--- config.mk ---
export PLATFORM = sky130hd
export DESIGN_NAME = uart_tx_fifo
export DESIGN_NICKNAME = d
export VERILOG_FILES = /design/src/rtl/uart_tx_fifo.sv
export SDC_FILE = /design/constraint.sdc
export NUM_CORES = 1
export LEC_CHECK = 0
export ABC_CLOCK_PERIOD_IN_PS = 4100
export CAP_MARGIN = 10
export CORE_ASPECT_RATIO = 0.5
export CORE_UTILIZATION = 45
export DETAILED_ROUTE_END_ITERATION = 8
export GPL_TIMING_DRIVEN = 1
export SYNTH_ARGS = -nofsm -noshare
export SYNTH_HDL_FRONTEND = slang
export SYNTH_SLANG_ARGS = --single-unit
export TNS_END_PERCENT = 30
--- constraint.sdc ---
create_clock -name i_Clock -period 4.1 [get_ports i_Clock]
set_clock_uncertainty 0.2 [all_clocks]
set_input_delay 1.025 -clock i_Clock [delete_from_list [all_inputs] [get_ports i_Clock]]
set_output_delay 1.025 -clock i_Clock [all_outputs]
set_load 0.01 [all_outputs]
--- src/rtl/uart_tx_fifo.sv ---
// Byte FIFO plus transmit sequencer feeding a UART transmitter.
// Bytes are popped one at a time and issued over a DV/Active/Done handshake.
module uart_tx_fifo #(
  parameter int DEPTH  = 16,
  parameter int ADDR_W = 4
) (
  input  logic              i_Clock,
  input  logic              i_Reset_n,
  input  logic              i_Wr_En,
  input  logic [7:0]        i_Wr_Data,
  output logic              o_Full,
  output logic              o_Empty,
  output logic [ADDR_W:0]   o_Count,
  output logic              o_Overflow,
  output logic              o_Busy,
  output logic              o_Tx_DV,
  output logic [7:0]        o_Tx_Byte,
  input  logic              i_Tx_Active,
  input  logic              i_Tx_Done
);

  typedef enum logic [2:0] {
    ST_IDLE        = 3'd0,
    ST_ISSUE       = 3'd1,
    ST_WAIT_ACTIVE = 3'd2,
    ST_WAIT_DONE   = 3'd3,
    ST_GUARD       = 3'd4
  } state_e;

  logic [7:0]        mem_q [DEPTH];
  logic [ADDR_W-1:0] wr_ptr_q, wr_ptr_d;
  logic [ADDR_W-1:0] rd_ptr_q, rd_ptr_d;
  logic [ADDR_W:0]   count_q, count_d;
  logic              full_q, full_d;
  logic              empty_q, empty_d;
  logic              ovf_q, ovf_d;
  logic              tx_dv_q, tx_dv_d;
  logic [7:0]        tx_byte_q, tx_byte_d;
  state_e            state_q, state_d;
  logic              push_s, pop_s;

  // Full uses the registered flag, so a same-cycle pop never frees room for this write.
  assign push_s = i_Wr_En && !full_q;
  assign pop_s  = (state_q == ST_ISSUE);

  // Pointer, count, flag and overflow next-state.
  always_comb begin
    wr_ptr_d = wr_ptr_q;
    rd_ptr_d = rd_ptr_q;
    count_d  = count_q;
    ovf_d    = ovf_q;
    if (push_s) begin
      wr_ptr_d = wr_ptr_q + ADDR_W'(1'b1);
    end else begin
      wr_ptr_d = wr_ptr_q;
    end
    if (pop_s) begin
      rd_ptr_d = rd_ptr_q + ADDR_W'(1'b1);
    end else begin
      rd_ptr_d = rd_ptr_q;
    end
    if (i_Wr_En && full_q) begin
      ovf_d = 1'b1;
    end else begin
      ovf_d = ovf_q;
    end
    case ({push_s, pop_s})
      2'b10:   count_d = count_q + (ADDR_W+1)'(1'b1);
      2'b01:   count_d = count_q - (ADDR_W+1)'(1'b1);
      default: count_d = count_q;
    endcase
    full_d  = (count_d == (ADDR_W+1)'(DEPTH));
    empty_d = (count_d == {(ADDR_W+1){1'b0}});
  end

  // Sequencer next-state; DV and the byte are loaded on entry to ISSUE so both are registered.
  always_comb begin
    state_d   = state_q;
    tx_dv_d   = 1'b0;
    tx_byte_d = tx_byte_q;
    case (state_q)
      ST_IDLE: begin
        if (!empty_q) begin
          state_d = ST_ISSUE;
        end else begin
          state_d = ST_IDLE;
        end
      end
      ST_ISSUE:       state_d = ST_WAIT_ACTIVE;
      ST_WAIT_ACTIVE: begin
        if (i_Tx_Done) begin
          state_d = ST_GUARD;
        end else if (i_Tx_Active) begin
          state_d = ST_WAIT_DONE;
        end else begin
          state_d = ST_WAIT_ACTIVE;
        end
      end
      ST_WAIT_DONE: begin
        if (i_Tx_Done) begin
          state_d = ST_GUARD;
        end else begin
          state_d = ST_WAIT_DONE;
        end
      end
      ST_GUARD:       state_d = ST_IDLE;
      default:        state_d = ST_IDLE;
    endcase
    if (state_d == ST_ISSUE) begin
      tx_dv_d   = 1'b1;
      tx_byte_d = mem_q[rd_ptr_q];
    end else begin
      tx_dv_d   = 1'b0;
      tx_byte_d = tx_byte_q;
    end
  end

  // Storage array; contents need no reset since count gates every read.
  always_ff @(posedge i_Clock) begin
    if (push_s) begin
      mem_q[wr_ptr_q] <= i_Wr_Data;
    end
  end

  // State and output registers.
  always_ff @(posedge i_Clock or negedge i_Reset_n) begin
    if (!i_Reset_n) begin
      wr_ptr_q  <= {ADDR_W{1'b0}};
      rd_ptr_q  <= {ADDR_W{1'b0}};
      count_q   <= {(ADDR_W+1){1'b0}};
      full_q    <= 1'b0;
      empty_q   <= 1'b1;
      ovf_q     <= 1'b0;
      tx_dv_q   <= 1'b0;
      tx_byte_q <= 8'h00;
      state_q   <= ST_IDLE;
    end else begin
      wr_ptr_q  <= wr_ptr_d;
      rd_ptr_q  <= rd_ptr_d;
      count_q   <= count_d;
      full_q    <= full_d;
      empty_q   <= empty_d;
      ovf_q     <= ovf_d;
      tx_dv_q   <= tx_dv_d;
      tx_byte_q <= tx_byte_d;
      state_q   <= state_d;
    end
  end

  assign o_Full     = full_q;
  assign o_Empty    = empty_q;
  assign o_Count    = count_q;
  assign o_Overflow = ovf_q;
  assign o_Tx_DV    = tx_dv_q;
  assign o_Tx_Byte  = tx_byte_q;
  assign o_Busy     = !empty_q || (state_q != ST_IDLE);

endmodule

==> run metrics <==
nature of the critical path endpoint=flip-flop; post-CTS setup repair buffer count=0; Critical Path Sink=o_Empty; crit-path max FO=9; largest area contributor in the netlist=edfxtp_1; antenna viol nets, final=0; status=finished, final reports clean; WP data arrival=between 3000 and 4000 ps; worst r2r path cells=9; hold violation count in the final report=0; Main synth FF type=edfxtp_1; ranking of synthesized cells by area=edfxtp_1 (60%), dfrtp_1 (11%), mux4_2 (5.7%), mux2_2 (3.5%), mux4_1 (2.5%); GR Overflow Total=0; worst hold slack=between 200 and 300 ps; full die area=between 0.01 and 0.015 mm^2; Synth Instances=~360; vias in the first global route=roughly 3500; worst slack at placement=~270 ps; FP Rows=30; final WL=about 13 mm; Final GP Congestion=between 0.8 and 0.9; worst stage delay on the critical path=around 470 ps; Post-Syn Area=approximately 0.0064 mm^2; Slew HR=between 20 and 30%; fraction of registers with async set/reset=17.9%; Die Y=between 80 and 90 um; P_leak=between 2 and 3 nW; dpl hpwl=8.29 mm; worst setup path start=i_Wr_En; CTS Buf Count=17; Power Density=between 700 and 800 mW/mm^2; crit path time final=between 3000 and 4000 ps; placed instance area=between 0.006 and 0.007 mm^2; IO Pins=31; fraction of layout instances using a drive strength above 1=between 10% and 20%; critical setup path kind=input port to flip-flop; DR vias=about 3300; list of most frequent post-synthesis cells=edfxtp_1 (128), dfrtp_1 (27), mux2_2 (20); Final Setup Violations=0; hold crit path type=flip-flop to flip-flop; Worst VDD drop=0.315 mV; register bit total from synthesis=156; Fin Setup TNS=0 ps; Mapped Nets=between 300 and 400; CTS resizes=0; Required @ worst endpoint=4220 ps; count of flip-flops with a built-in enable after synthesis=roughly 130; first-pass GRT wire length=approximately 20 mm; Via density=around 5.4; initial antenna violation count=0; Routed WL per cell=roughly 21 um; most common cell in the netlist=edfxtp_1; initial drt markers=307; Least-Margin Pin Slew=around 1100 ps; final period utilization=a little over 80%; fmax=0.294 GHz; area share of the largest cell type after synthesis=60.3%; Startpoint Class=input port; Yosys Warn Count=0; RSZ-0062 raised after global routing=no; final worst slack=roughly 700 ps; Port Buf Inserts=30; clk_lat worst skew=around 400 ps; clock sinks=around 160; P&R area growth vs syn=17.6%; sequential share of the synthesized area=71.3%; R2R setup slack=approximately 990 ps; initial core utilization=between 40% and 50%; final instance area=about 0.0075 mm^2; worst reg2reg path startpoint=state_q[1]; drt first pass iters=5; largest net degree at the start of global routing=29; reported max-cap violation count=0; DRC=0; maximum root-to-sink buffer count=2; clock root buffer=clkbuf_16; crit path max-delay cell type=clkdlybuf4s50_1; CTS tree=yes; hold_buf cts=0; crit path cell chain=clkdlybuf4s50_1, nor2b_1, inv_1, ha_1, xor2_1, ha_1, a21oi_1, xnor2_1, nor4bb_1, a21oi_1, nor3_1; Distinct cells, synth=45; core region area=between 0.01 and 0.015 mm^2; Avg Inst Size Synth=roughly 18 um^2; H-tree Lvls=4; Slew Viols, Final=0; clock-pin slew on the worst setup and hold paths=60 ps; number of diodes=0; GRT Total Usage=between 15 and 20%; Die Width=roughly 170 um; Worst R2R End=o_Full; nets=418
layout make-up:
| cell class | instances | area (um^2) |
|---|---|---|
| clock inverter | 13 | 198 |
| inverter | 4 | 15.0 |
| fill | 1051 | 6200 |
| multi-input combinational | 181 | 1720 |
| clock buffer | 18 | 429 |
| timing repair buffer | 37 | 353 |
| tap | 192 | 240 |
| sequential | 156 | 4550 |
cells by family after synthesis:
| logic type | share of synthesized area (%) |
|---|---|
| flip-flops | 71.3 |
| AND/OR/NAND/NOR | 5.47 |
| multiplexers | 13.7 |
| AO/OA/AOI/OAI | 4.71 |
| buffers and inverters | 1.77 |
| XOR/XNOR | 1.51 |
| adder cells (fa/ha/maj) | 1.57 |
routing by layer:
metal | part of all wire (%) | wire length [um] | track usage (%)
met1 | 45 | 5660 | 27.9
met2 | 45 | 5650 | 28.8
met3 | 9.2 | 1150 | 4.84
met4 | 0.77 | 97 | 6.06
met5 | 0 | 0 | 0
worst max-delay path: cells and delay by family:
| kind | cells | cell delay [ps] |
|---|---|---|
| AND/OR/NAND/NOR | 3 | 710 |
| buffers and inverters | 2 | 580 |
| AO/OA/AOI/OAI | 2 | 260 |
| XOR/XNOR | 2 | 370 |
| adder cells (fa/ha/maj) | 2 | 560 |
registers in the layout (all words and copies together), names as in the netlist:
| signal | flops |
|---|---|
| o_Tx_Byte | 8 |
| mem_q | 128 |
| o_Tx_DV | 1 |
| o_Full | 1 |
| wr_ptr_q | 4 |
| o_Overflow | 1 |
| o_Count | 5 |
| o_Empty | 1 |
| state_q | 3 |
| rd_ptr_q | 4 |
how the worst min path moves through the flow:
stage                   to        start  slack (ps)  depth (start not counted)
5_1_grt         o_Overflow   o_Overflow         280                          1
4_1_cts         o_Overflow   o_Overflow         270                          1
6_report        o_Overflow   o_Overflow         260                          1
3_5_place_dp    o_Overflow   o_Overflow         250                          1
3_3_place_gp    o_Overflow   o_Overflow         240                          1
2_1_floorplan  rd_ptr_q[3]  rd_ptr_q[3]         270                          1
report_power, final:
group	switching [mW]	internal, mW
Combinational	0.738	0.848
Sequential	0.323	1.99
Clock	0.597	1.07
Total	1.66	3.91
metrics by stage:
stage               util, %  total power, mW  cells
finish                 54.7             5.57    601
CTS                    54.7             5.61    601
floorplan                 -             3.39    358
global placement       50.2             3.88    570
detailed placement     50.2             3.94    570
global route           54.7             5.86    601
placed cells by master, fill, tap and decap left out, types with 9 or more instances in the layout:
master | Yosys | layout
mux4_2 | 16 | 16
and2_1 | 17 | 17
mux2_2 | 20 | 20
mux2i_1 | 13 | 13
edfxtp_1 | 128 | 128
nor2_1 | 13 | 13
clkbuf_16 | 0 | 17
clkdlybuf4s50_1 | 0 | 30
nor3_1 | 9 | 9
dfrtp_1 | 27 | 26
Power figures use the tool's default switching activity.
